File: config.mk
export PLATFORM = sky130hd
export DESIGN_NAME = flasher_sequencer
export DESIGN_NICKNAME = d
export VERILOG_FILES = /design/src/rtl/flasher_sequencer.sv
export SDC_FILE = /design/constraint.sdc
export NUM_CORES = 1
export LEC_CHECK = 0
export CAP_MARGIN = 20
export CORE_MARGIN = 2
export CORE_UTILIZATION = 45
export DETAILED_ROUTE_END_ITERATION = 8
export PLACE_DENSITY = 0.7
export SYNTH_ARGS = -nofsm -noshare
export SYNTH_HDL_FRONTEND = slang
export SYNTH_SLANG_ARGS = --single-unit
File: constraint.sdc
create_clock -name clk -period 4.9 [get_ports clk]
set_clock_uncertainty 0.2 [all_clocks]
set_input_delay 0.98 -clock clk [delete_from_list [all_inputs] [get_ports clk]]
set_output_delay 0.98 -clock clk [all_outputs]
set_load 0.05 [all_outputs]
File: src/rtl/flasher_sequencer.sv
// -----------------------------------------------------------------------------
// flasher_sequencer
//   Front-end controller for the 16-LED bound flasher. It:
//     - generates the flasher step clock-enable (step_en),
//     - synchronises and debounces the raw flick button,
//     - turns each press (or an auto-restart request) into a flick pulse that
//       spans exactly one step_en,
//     - tracks each flasher run from start until all LEDs are off, counts
//       completed runs and flags runs that never light any LED.
//
// Ports
//   clk        in   1      system clock, rising edge
//   rst        in   1      asynchronous active-low reset
//   btn_raw    in   1      raw flick pushbutton, asynchronous, active-high
//   auto_mode  in   1      1 = restart the sequence automatically whenever idle
//   leds       in   16     flasher LED outputs (observed only)
//   step_en    out  1      one-clk pulse every TICK_DIV clks (decoded from prescaler)
//   flick      out  1      flick to flasher, high for exactly one step period
//   busy       out  1      high while a run is in progress or completing
//   run_done   out  1      one-clk pulse on each completed run
//   run_count  out  CNT_W  completed runs, saturating
// -----------------------------------------------------------------------------
module flasher_sequencer #(
  parameter int unsigned TICK_DIV = 50000,
  parameter int unsigned DEB_CYC  = 4,
  parameter int unsigned START_TO = 4,
  parameter int unsigned CNT_W    = 8
) (
  input  logic             clk,
  input  logic             rst,
  input  logic             btn_raw,
  input  logic             auto_mode,
  input  logic [15:0]      leds,
  output logic             step_en,
  output logic             flick,
  output logic             busy,
  output logic             run_done,
  output logic [CNT_W-1:0] run_count
);

  localparam int unsigned PC_W = (TICK_DIV > 1) ? $clog2(TICK_DIV) : 1;
  localparam int unsigned DB_W = (DEB_CYC > 1) ? $clog2(DEB_CYC + 1) : 1;
  localparam int unsigned TO_W = (START_TO > 1) ? $clog2(START_TO + 1) : 1;

  typedef enum logic [1:0] {
    ST_IDLE = 2'd0,
    ST_RUN  = 2'd1,
    ST_DONE = 2'd2
  } state_t;

  logic [PC_W-1:0]  r_pcnt;
  logic             r_sync1;
  logic             r_sync2;
  logic             r_btn_db;
  logic [DB_W-1:0]  r_db_cnt;
  logic             r_press_pend;
  logic             r_flick;
  state_t           r_state;
  logic             r_seen_on;
  logic [TO_W-1:0]  r_to_cnt;
  logic             r_busy;
  logic             r_run_done;
  logic [CNT_W-1:0] r_run_count;

  logic             w_step_en;
  logic             w_db_diff;
  logic             w_db_fire;
  logic             w_press_edge;
  logic             w_auto_req;
  logic             w_consume;
  logic             w_leds_on;
  state_t           w_state_nxt;
  logic             w_seen_on_nxt;
  logic [TO_W-1:0]  w_to_cnt_nxt;
  logic             w_busy_nxt;
  logic             w_run_done_nxt;

  // Step enable decoded straight from the prescaler.
  assign w_step_en = (r_pcnt == PC_W'(TICK_DIV - 1));

  // Free-running prescaler, wraps on step_en.
  always_ff @(posedge clk or negedge rst) begin
    if (!rst) begin
      r_pcnt <= '0;
    end else if (w_step_en) begin
      r_pcnt <= '0;
    end else begin
      r_pcnt <= r_pcnt + PC_W'(1);
    end
  end

  // Two-flop synchroniser for the asynchronous button.
  always_ff @(posedge clk or negedge rst) begin
    if (!rst) begin
      r_sync1 <= 1'b0;
      r_sync2 <= 1'b0;
    end else begin
      r_sync1 <= btn_raw;
      r_sync2 <= r_sync1;
    end
  end

  // Debounce: the level moves only after DEB_CYC consecutive differing clks;
  // a single matching clk (bounce) restarts the count.
  assign w_db_diff    = r_sync2 ^ r_btn_db;
  assign w_db_fire    = w_db_diff && (r_db_cnt == DB_W'(DEB_CYC - 1));
  assign w_press_edge = w_db_fire && r_sync2;

  always_ff @(posedge clk or negedge rst) begin
    if (!rst) begin
      r_btn_db <= 1'b0;
      r_db_cnt <= '0;
    end else if (!w_db_diff) begin
      r_db_cnt <= '0;
    end else if (w_db_fire) begin
      r_btn_db <= r_sync2;
      r_db_cnt <= '0;
    end else begin
      r_db_cnt <= r_db_cnt + DB_W'(1);
    end
  end

  // A pend (or auto request) is consumed only on step_en and never while a
  // flick is already in flight, so each flick spans exactly one step_en.
  assign w_auto_req = (r_state == ST_IDLE) && auto_mode && !r_flick;
  assign w_consume  = w_step_en && (r_press_pend || w_auto_req) && !r_flick;

  // Press pend: a new edge in the consume cycle wins over the clear.
  always_ff @(posedge clk or negedge rst) begin
    if (!rst) begin
      r_press_pend <= 1'b0;
    end else if (w_press_edge) begin
      r_press_pend <= 1'b1;
    end else if (w_consume) begin
      r_press_pend <= 1'b0;
    end
  end

  // Flick rises after the consume and drops after the next step_en.
  always_ff @(posedge clk or negedge rst) begin
    if (!rst) begin
      r_flick <= 1'b0;
    end else if (w_consume) begin
      r_flick <= 1'b1;
    end else if (r_flick && w_step_en) begin
      r_flick <= 1'b0;
    end
  end

  assign w_leds_on = (leds != 16'h0000);

  // Run tracker state register.
  always_ff @(posedge clk or negedge rst) begin
    if (!rst) begin
      r_state <= ST_IDLE;
    end else begin
      r_state <= w_state_nxt;
    end
  end

  // Run tracker next-state and next-output decode.
  always_comb begin
    w_state_nxt    = r_state;
    w_seen_on_nxt  = r_seen_on;
    w_to_cnt_nxt   = r_to_cnt;
    case (r_state)
      ST_IDLE: begin
        if (w_consume) begin
          w_state_nxt   = ST_RUN;
          w_seen_on_nxt = 1'b0;
          w_to_cnt_nxt  = '0;
        end
      end
      ST_RUN: begin
        if (w_leds_on) begin
          w_seen_on_nxt = 1'b1;
        end
        if (w_step_en && !w_leds_on) begin
          if (r_seen_on) begin
            w_state_nxt = ST_DONE;
          end else if (r_to_cnt == TO_W'(START_TO - 1)) begin
            // Flasher never lit: abandon the run silently.
            w_state_nxt  = ST_IDLE;
            w_to_cnt_nxt = '0;
          end else begin
            w_to_cnt_nxt = r_to_cnt + TO_W'(1);
          end
        end
      end
      ST_DONE: begin
        w_state_nxt = ST_IDLE;
      end
      default: begin
        w_state_nxt = ST_IDLE;
      end
    endcase
    w_busy_nxt     = (w_state_nxt == ST_RUN) || (w_state_nxt == ST_DONE);
    w_run_done_nxt = (w_state_nxt == ST_DONE);
  end

  // Run tracker datapath and registered outputs.
  always_ff @(posedge clk or negedge rst) begin
    if (!rst) begin
      r_seen_on   <= 1'b0;
      r_to_cnt    <= '0;
      r_busy      <= 1'b0;
      r_run_done  <= 1'b0;
      r_run_count <= '0;
    end else begin
      r_seen_on  <= w_seen_on_nxt;
      r_to_cnt   <= w_to_cnt_nxt;
      r_busy     <= w_busy_nxt;
      r_run_done <= w_run_done_nxt;
      if (w_run_done_nxt && (r_run_count != {CNT_W{1'b1}})) begin
        r_run_count <= r_run_count + CNT_W'(1);
      end
    end
  end

  assign step_en   = w_step_en;
  assign flick     = r_flick;
  assign busy      = r_busy;
  assign run_done  = r_run_done;
  assign run_count = r_run_count;

endmodule

==> results of run 1 <==
sequential cells by signal, indices dropped and copies added (netlist names), 2 cells and up:
name	cells
r_state	2
r_to_cnt	3
r_pcnt	16
run_count	8
r_db_cnt	3
per-layer routing:
metal  up-vias  share of wire, %  global-route usage (%)
met5         -                 0                       0
met4         0               1.3                   7.500
met3         4               2.7                   5.263
met2        16                50                   26.94
met1       653                46                   22.60
li1        648                 -                       -
placed cells by master (no fill, tap or decap), types with 3 or more instances in the layout:
cell / instances
sky130_fd_sc_hd__dfrtp_1: 40
sky130_fd_sc_hd__clkdlybuf4s50_1: 30
sky130_fd_sc_hd__nor2_1: 11
sky130_fd_sc_hd__nand2_1: 11
sky130_fd_sc_hd__xor2_1: 11
sky130_fd_sc_hd__inv_1: 8
sky130_fd_sc_hd__xnor2_1: 8
sky130_fd_sc_hd__nand3_1: 7
sky130_fd_sc_hd__nor3_1: 6
sky130_fd_sc_hd__nand4_1: 5
sky130_fd_sc_hd__o21ai_0: 5
sky130_fd_sc_hd__ha_1: 5
sky130_fd_sc_hd__clkbuf_8: 5
sky130_fd_sc_hd__nor4_1: 4
sky130_fd_sc_hd__and2_1: 4
sky130_fd_sc_hd__a21oi_1: 3
sky130_fd_sc_hd__mux2i_1: 3
cell type report:
cell class                 count  area (µm²)
clock buffer                   5       68.82
clock inverter                 3       42.54
fill                         332        1659
inverter                       9       33.78
multi-input combinational    113       798.3
sequential                    40        1001
tap                           50       62.56
timing repair buffer          31       305.3
power groups by stage:
stage,clock network (mW),logic (mW),registers [mW]
after floorplan,0,0.0260,0.360
after global routing,0.288,0.0584,0.358
after global placement,0,0.0500,0.360
after detailed placement,0,0.0531,0.362
final,0.265,0.0517,0.356
after CTS,0.270,0.0533,0.355
path summary, 6_finish.rpt:
kind / from / endpoint / slack, ns / cells past startpoint
max: r_pcnt[13] / step_en / 1.14 / 4
min: r_sync1 / r_sync2 / 0.16 / 0
max reg2reg: r_pcnt[13] / run_count[1] / 1.97 / 7
min reg2reg: r_sync1 / r_sync2 / 0.16 / 0
max in group asynchronous: rst / r_sync2 / 3.36 / 1
min in group asynchronous: rst / r_pcnt[10] / 0.60 / 1
logic make-up after synthesis:
family,Yosys count
DFF,40
AOI/OAI and AO/OA,17
adders and majority gates,5
xor gates and xnor gates,19
buffers and inverters,10
muxes,5
and+or+nand+nor,67
==> reports/qor.csv, run 1 <==
metric;value;unit
worst-path cell with the longest stage delay;sky130_fd_sc_hd__clkdlybuf4s50_1;
total number of yosys warnings;0;
synthesis-to-layout area growth;25.37;%
main combinational cell family by area after synthesis;simple AND/OR/NAND/NOR gates;
number of remaining DRC errors;0;
count leader, synth;sky130_fd_sc_hd__dfrtp_1;
PD cells;290.8;nW/µm²
Die Height;68.02;µm
Setup Crit Path Kind;flop to output pin;
HPWL after detailed placement;2586;µm
number of primary I/O pins;32;
critical path, cell by cell;nor4bb_1 -> nand4_2 -> inv_2 -> clkdlybuf4s50_1;
arrival time at the worst endpoint;2.58;ns
XOR/XNOR Fraction of Synth Area;9.023;%
netlist area before placement;1844;µm²
Mapped Cells;163;
fin worst setup slack;1.136;ns
Max Cap Violations;0;
number of clock buffers inserted by TritonCTS;5;
top post-synthesis cells by area;sky130_fd_sc_hd__dfrtp_1, sky130_fd_sc_hd__xor2_1, sky130_fd_sc_hd__xnor2_1;
hold bufs inserted after CTS;0;
synthesized area per cell;11.31;µm²
number of synthesized flops with an enable pin;0;
Fin. Hold Viols;0;
number of port buffers;31;
DR pass1 iterations;4;
simple-gate share of the synthesized area;22.32;%
library cells used by synthesis;41;
adder and majority gate portion of the synthesized area;3.392;%
max-slew violations;0;
combinational cell fraction of total power;7.7;%
Remaining Overflow, GRT;0;
GRT Total Usage;17.40;%
total number of H-tree levels;2;
number of gates resized after CTS;0;
Tightest Hold Check Type;flop to flop;
layout cell share with drive strength beyond 1;8.955;%
clk_lat worst skew;0.29;ns
min Tclk post-route;3.764;ns
overall power after layout;672.3;µW
worst hold margin;0.1564;ns
Worst VDD drop;202.9;µV
Setup TNS Final;0;ns
overall routed net length;3559;µm
n_diodes;0;
clock-pin slew on the worst setup and hold paths;0.08;ns
multiplexer fraction of the synthesized cell area;2.849;%
clock tree from TritonCTS;yes;
cell count after placement;243;
Slew Limit Headroom;42.78;%
ys flop type;sky130_fd_sc_hd__dfrtp_1;
register area share after synthesis;54.27;%
Worst Path Max Fanout;12;
Critical Path End Type;output pin;
final cycle utilization of the critical path;76.82;%
vias in the first global route;1311;
Net count, final;225;
total via count after detailed routing;1321;
top achievable clock speed;265.7;MHz
worst-margin pin slew;0.8583;ns
result of the run;completed;
RD Place Congestion;0.7957;
Initial Util;46.44;%
RSZ-0062 raised after global routing;false;
Async S/R FF share, synth;100.0;%
Worst EP required;3.72;ns
maximum number of pins on one net before global-route repair;41;
internal power;525.9;µW
total number of placement rows;23;
Final setup viols;0;
area of the core region;3971;µm²
synthesized-area fraction occupied by ao, oa, aoi and oai cells;5.699;%
number of antenna violations at the first check in global routing;0;
Post-DRT Antenna Nets;0;
CTS sink count;40;
global-route wire length before repair;5899;µm
sw power;146.4;µW
Worst Setup Start Kind;flop;
Wirelength per Cell;14.18;µm
Post-Route Utilization;58.22;%
leading area contributor after synthesis;sky130_fd_sc_hd__dfrtp_1;
Slowest Stage Delay on Critical Path;0.85;ns
Leak;1.043;nW
delay-heaviest family, CP;buffers and inverters;
buffers and inverters on the worst path;2;
area of placed instances;2201;µm²
most numerous cell types in the synthesized netlist;sky130_fd_sc_hd__dfrtp_1, sky130_fd_sc_hd__nand2_1, sky130_fd_sc_hd__nor2_1, sky130_fd_sc_hd__xor2_1;
maximum count of clock buffers along a single path;2;
number of setup buffers added after CTS;0;
share of power burned in registers;52.9;%
final design area excluding fillers;2312;µm²
total nets after synthesis;188;
root buffer cell;sky130_fd_sc_hd__clkbuf_8;
switching share of power;21.78;%
Iter 0 DRT Violations;39;
Setup WS pre-CTS;1.269;ns
share of the synthesized area in the top cell type;54.27;%
horizontal die dimension;68.02;µm
Synth Register Bits;40;
number of standard cells in the final layout excluding fillers;251;
proportion of power drawn by the clock network;39.4;%
post-detailed-route via-to-cell ratio;5.263;
die outline area;4627;µm²
No activity file was read; power rests on OpenSTA's default activity.
==> inputs of run 2 (changes only) <==
PLACE_DENSITY = 0.72   (was 0.7)
clock period = 3.2 ns   (was 4.9 ns; I/O delays follow)
==> reports/qor.csv, run 2 (synthesis gave the netlist of run 1 again) <==
metric;value;unit;change
RSZ-0062 raised after global routing;false;;unchanged
number of antenna violations at the first check in global routing;0;;unchanged
clk_lat worst skew;0.29;ns;about the same
slack of the worst reg-to-reg path;0.31;ns;was 1.97 ns
switching share of power;21.60;%;was 21.78%
number of port buffers;31;;unchanged
sw power;221.9;µW;was 146.4 µW
total number of placement rows;23;;unchanged
number of gates resized after CTS;0;;unchanged
Net count, final;227;;was 225
layout cell share with drive strength beyond 1;10.34;%;was 8.955%
CP most frequent cell;sky130_fd_sc_hd__buf_4;;
Post-DRT Antenna Nets;0;;unchanged
CTS sink count;40;;unchanged
Worst EP required;2.36;ns;was 3.72 ns
Initial Util;46.44;%;unchanged
worst flop-to-flop path endpoint;run_count[1];;unchanged
area of the core region;3971;µm²;unchanged
internal power;805.1;µW;was 525.9 µW
max-slew violations;0;;unchanged
Worst Path Max Fanout;9;;was 12
overall power after layout;1.027;mW;was 672.3 µW
Slowest Stage Delay on Critical Path;0.45;ns;was 0.85 ns
area of all sequential standard cells;1001;µm²;unchanged
vias in the first global route;1347;;was 1311
GRT Total Usage;18.40;%;was 17.40%
flip-flop count of the largest register after layout;16;;unchanged
number of remaining DRC errors;0;;unchanged
number of clock buffers inserted by TritonCTS;5;;unchanged
total number of H-tree levels;2;;unchanged
worst hold path startpoint;r_sync1;;unchanged
number of setup buffers added after CTS;0;;unchanged
FF-to-FF Start;r_pcnt[12];;was r_pcnt[13]
PD cells;441.8;nW/µm²;was 290.8 nW/µm²
number of fillers in the final layout;347;;was 332
root buffer cell;sky130_fd_sc_hd__clkbuf_8;;unchanged
result of the run;completed;;unchanged
post-detailed-route via-to-cell ratio;5.249;;was 5.263
Leak;1.053;nW;was 1.043 nW
worst-path cell with the longest stage delay;sky130_fd_sc_hd__nor4bb_1;;was sky130_fd_sc_hd__clkdlybuf4s50_1
most common cell after layout, fill and taps aside;sky130_fd_sc_hd__dfrtp_1;;unchanged
Worst Setup Start Kind;flop;;unchanged
Final setup viols;0;;unchanged
Wirelength per Cell;14.32;µm;was 14.18 µm
number of primary I/O pins;32;;unchanged
Hold Path End;r_sync2;;unchanged
buffers and inverters on the worst path;3;;was 2
hold depth;0;;unchanged
Die Height;68.02;µm;unchanged
global-route wire length before repair;6154;µm;was 5899 µm
Remaining Overflow, GRT;0;;unchanged
maximum count of clock buffers along a single path;2;;unchanged
Setup TNS Final;0;ns;unchanged
Setup Crit Path Kind;flop to output pin;;unchanged
proportion of power drawn by the clock network;39.4;%;about the same
critical path, cell by cell;nor4bb_1 -> nand4_2 -> buf_4 -> inv_2 -> buf_4;;was nor4bb_1 -> nand4_2 -> inv_2 -> clkdlybuf4s50_1
commonest cells after routing, fill and taps aside;sky130_fd_sc_hd__dfrtp_1, sky130_fd_sc_hd__clkdlybuf4s50_1, sky130_fd_sc_hd__nor2_1, sky130_fd_sc_hd__nand2_1, sky130_fd_sc_hd__xor2_1;;unchanged
Tightest Hold Check Type;flop to flop;;unchanged
min Tclk post-route;2.910;ns;
footprint of the multi-input gates;798.3;µm²;unchanged
RD Place Congestion;0.7564;;was 0.7957
overall routed net length;3622;µm;was 3559 µm
hold bufs inserted after CTS;0;;unchanged
combinational cell fraction of total power;7.6;%;was 7.7%
clock tree from TritonCTS;yes;;unchanged
worst-margin pin slew;0.8670;ns;was 0.8583 ns
Iter 0 DRT Violations;51;;was 39
delay-heaviest family, CP;simple AND/OR/NAND/NOR gates;;was buffers and inverters
final cycle utilization of the critical path;90.93;%;
arrival time at the worst endpoint;2.07;ns;was 2.58 ns
Slew Limit Headroom;42.20;%;was 42.78%
clock-pin slew on the worst setup and hold paths;0.08;ns;about the same
total via count after detailed routing;1328;;was 1321
DR pass1 iterations;4;;unchanged
horizontal die dimension;68.02;µm;unchanged
share of power burned in registers;53.0;%;was 52.9%
Critical Path End Type;output pin;;unchanged
Max Cap Violations;0;;unchanged
n_diodes;0;;unchanged
HPWL after detailed placement;2713;µm;was 2586 µm
maximum number of pins on one net before global-route repair;41;;unchanged
Worst VDD drop;355.7;µV;was 202.9 µV
die outline area;4627;µm²;unchanged
top achievable clock speed;343.7;MHz;
Top reg by flops;r_pcnt;;unchanged
synthesis-to-layout area growth;26.05;%;was 25.37%
Worst R2R Path Depth;7;;unchanged
Fin. Hold Viols;0;;unchanged
run 2: changes by cell type in the layout (fill, tap and decap cells not counted), sizes merged:
cell,change
clkdlybuf4s50,-1
buf,+3
run 2: worst max path at each step:
stage                          start  cells after the start            to  slack [ns]
final                     r_pcnt[12]                      5       step_en        0.29
after global routing         leds[1]                      9  run_count[7]        0.08
after CTS                 r_pcnt[13]                      5       step_en        0.26
after detailed placement     leds[0]                      9  run_count[5]        0.04
after global placement       leds[1]                      9  run_count[5]        0.16
after floorplan           r_pcnt[13]                      8  run_count[1]        0.58
run 2: worst register-to-register path, delay by kind of cell (launching register included):
family | cells | cell delay (ns)
fa+ha+maj | 1 | 0.21
mux | 1 | 0.40
flops | 1 | 0.42
simple gates | 4 | 1.24
compound gates | 1 | 0.32
run 2: stage by stage:
step           area, µm²  setup WS [ns]  instances  util [%]  hold slack [ns]
2_1_floorplan       1844         0.5773        163         -           0.1312
3_3_place_gp        2213         0.1574        245     55.73           0.1357
3_5_place_dp        2213        0.03743        245     55.73           0.1389
4_1_cts             2325         0.2637        253     58.54           0.1571
5_1_grt             2325        0.08380        253     58.54           0.1630
6_report            2325         0.2903        253     58.54           0.1540
run 2: power groups by stage:
stage,clock [mW],sequential [mW],combinational [mW]
floorplan,0,0.551,0.0399
global placement,0,0.553,0.0752
detailed placement,0,0.554,0.0793
CTS,0.418,0.545,0.0799
global route,0.441,0.549,0.0893
finish,0.404,0.545,0.0780
run 2: layout make-up:
cell class / count / area share [%]
Inverter: 9 / 1.453
Clock buffer: 5 / 2.960
Sequential cell: 40 / 43.06
Clock inverter: 3 / 1.830
Timing Repair Buffer: 33 / 13.67
Tap cell: 50 / 2.691
Multi-Input combinational cell: 113 / 34.34
run 2: metal layers:
| metal | share of wire [%] | global-route usage, % | vias up |
|---|---|---|---|
| met5 | 0 | 0 | - |
| met3 | 3.6 | 5.757 | 7 |
| met4 | 1.6 | 6.750 | 0 |
| met1 | 41 | 21.37 | 642 |
| li1 | - | - | 655 |
| met2 | 53 | 31.80 | 24 |
==> edit (flow settings as in run 2) <==
Change the parameter `TICK_DIV` from 50000 to 200000.
--- a/src/rtl/flasher_sequencer.sv
+++ b/src/rtl/flasher_sequencer.sv
@@ -23,3 +23,3 @@
 module flasher_sequencer #(
-  parameter int unsigned TICK_DIV = 50000,
+  parameter int unsigned TICK_DIV = 200000,
   parameter int unsigned DEB_CYC  = 4,
Formal check against the unedited RTL: no difference found for any inputs over 10 cycles, from zero or initial values and one cycle with rst low; that may be too few to reach the edited logic, so the function may still have changed.
==> edit against run 2 <==
Global-route usage down 2.5 points. Sequential power up 4.4%. Power down 3.0%. Count of clock-buffer cells in the layout up 1. Worst setup slack worse by 0.10 ns. Final area up 4.3%. Worst hold slack worse by 0.0021 ns. Routed wire length down 1.3%. Sequential share of layout area up 0.31 points. Synthesized area up 4.2%. Critical path depth up 6. Sequential cell count up 2. Utilization up 1.2 points. Critical endpoint is now run_count[1].
==> edit: results (changes against run 2) <==
set qor(critical_path.reg2reg.startpoint) {r_pcnt[15]}
set qor(routed_wirelength_mm) 3.58 ;# -1.3%
set qor(max_slew_margin_pct) 39.8 ;# -2.4 points
set qor(post_synth_num_cell_types) 37 ;# -9.8%
set qor(postSynthNetCount) 201 ;# +6.9%
set qor(worst_r2r_path_depth) 11 ;# +4
set qor(detailedPlace.worstSlack_ns) -0.00658 ;# -0.0440 ns
set qor(post_route_cells_drive_above_1_share_pct) 11.5 ;# +1.1 points
set qor(drt_iter0_drc) 36 ;# -29%
set qor(largest_reg_flops) 18 ;# +2
set qor(synth_seq_area_share_pct) 54.7 ;# +0.41 points
set qor(p_leak_nw) 1.10 ;# +4.9%
set qor(htree_num_levels) 2 ;# unchanged
set qor(grt.met2_usage_pct) 26.5 ;# -5.3 points
set qor(arrival_ns) 2.99 ;# +0.92 ns
set qor(via_count) 1386 ;# +4.4%
set qor(drt_first_pass_iters) 5 ;# +1
set qor(netlist_top_cells_area) {sky130_fd_sc_hd__dfrtp_1, sky130_fd_sc_hd__xnor2_1, sky130_fd_sc_hd__nor2_1}
set qor(nNetsFinal) 242 ;# +6.6%
set qor(synth_commonest_cells) {sky130_fd_sc_hd__dfrtp_1, sky130_fd_sc_hd__nor2_1, sky130_fd_sc_hd__nand3_1, sky130_fd_sc_hd__xnor2_1, sky130_fd_sc_hd__nand2_1}
set qor(grt_max_degree) 43 ;# +4.9%
set qor(globalRouteTotalUtil_pct) 15.9 ;# -2.5 points
set qor(grt_first_pass_wirelength_mm) 6.28 ;# +2.0%
set qor(fillCellCount) 340 ;# -2.0%
set qor(detailed_place_hpwl_mm) 2.71 ;# about the same
set qor(grtUsageMet3_pct) 4.94 ;# -0.81 points
set qor(status) {finished clean}
set qor(vdd_ir_drop_max_uv) 244 ;# -31%
set qor(r2r_setup_slack_ns) 0.19 ;# -0.12 ns
set qor(critPathMaxFanout) 5 ;# -4
set qor(first_global_vias) 1491 ;# +11%
set qor(final_critical_path_setup_slack_ns) 0.189 ;# -0.101 ns
set qor(global_routing_usage_on_met1_pct) 19.1 ;# -2.3 points
-- edit: cell types whose count changed in the layout (fill, tap and decap cells not counted), sizes merged, moves of 3 or more --
cell	change
and2	-4
nand3	+7
nand4	-5
nor2	+10
o21ai	-4
xnor2	+6
xor2	-3
-- edit: worst max-delay path, stage by stage (launching register included) --
cell and delay (ns):
sky130_fd_sc_hd__dfrtp_1 0.41, sky130_fd_sc_hd__nand4bb_1 0.21, sky130_fd_sc_hd__or4_4 0.51, sky130_fd_sc_hd__or3_4 0.36, sky130_fd_sc_hd__buf_4 0.16, sky130_fd_sc_hd__nor2_1 0.16, sky130_fd_sc_hd__nor3_1 0.07, sky130_fd_sc_hd__ha_1 0.21
sky130_fd_sc_hd__inv_1 0.06, sky130_fd_sc_hd__a41o_1 0.10, sky130_fd_sc_hd__buf_4 0.12, sky130_fd_sc_hd__mux2_2 0.32
-- edit: worst max path at each step --
stage	startpoint	endpoint	depth (start not counted)
after floorplan	r_pcnt[14]	run_count[5]	13
after global placement	leds[10]	run_count[5]	12
after detailed placement	leds[9]	run_count[5]	12
after CTS	r_pcnt[15]	run_count[5]	12
after global routing	r_pcnt[15]	run_count[7]	12
final	r_pcnt[15]	run_count[1]	11
-- edit: cell type report --
class / count / area [sq um] / area share, %
inverter: 9 / 38.8 / 1.60
multi-input combinational: 124 / 831 / 34.3
timing repair buffer: 35 / 345 / 14.2
clock inverter: 2 / 12.5 / 0.516
sequential: 42 / 1050 / 43.4
tap: 50 / 62.6 / 2.58
clock buffer: 6 / 82.6 / 3.41
-- edit: per-layer routing --
metal	up-vias	routed length [um]
li1	686	-
met2	22	1820
met3	5	146
met4	0	34
met1	673	1570
met5	-	0
-- edit: cells by family after synthesis --
family          after synthesis  synth area share [%]
xor+xnor                     22                  10.0
compound gates               12                  4.17
flops                        42                  54.7
simple gates                 80                  22.0
buf+inv                      10                  2.60
mux                           5                  3.26
fa+ha+maj                     5                  3.26
-- edit: report_power, final --
part / total, W / leakage, nW / switching, W / internal (W)
sequential: 0.000569 / 0.545 / 0.0000141 / 0.000555
clock: 0.000347 / 0.0472 / 0.000174 / 0.000173
combinational: 0.0000805 / 0.512 / 0.0000342 / 0.0000463
-- edit: metrics by stage --
stage          instance area, sq um   TNS, ns  hold slack, ns  std cells
2_1_floorplan                  1920         0           0.131        176
3_3_place_gp                   2320         0           0.135        260
3_5_place_dp                   2320  -0.00658           0.138        260
4_1_cts                        2410         0           0.156        268
5_1_grt                        2420         0           0.164        268
6_report                       2420         0           0.152        268
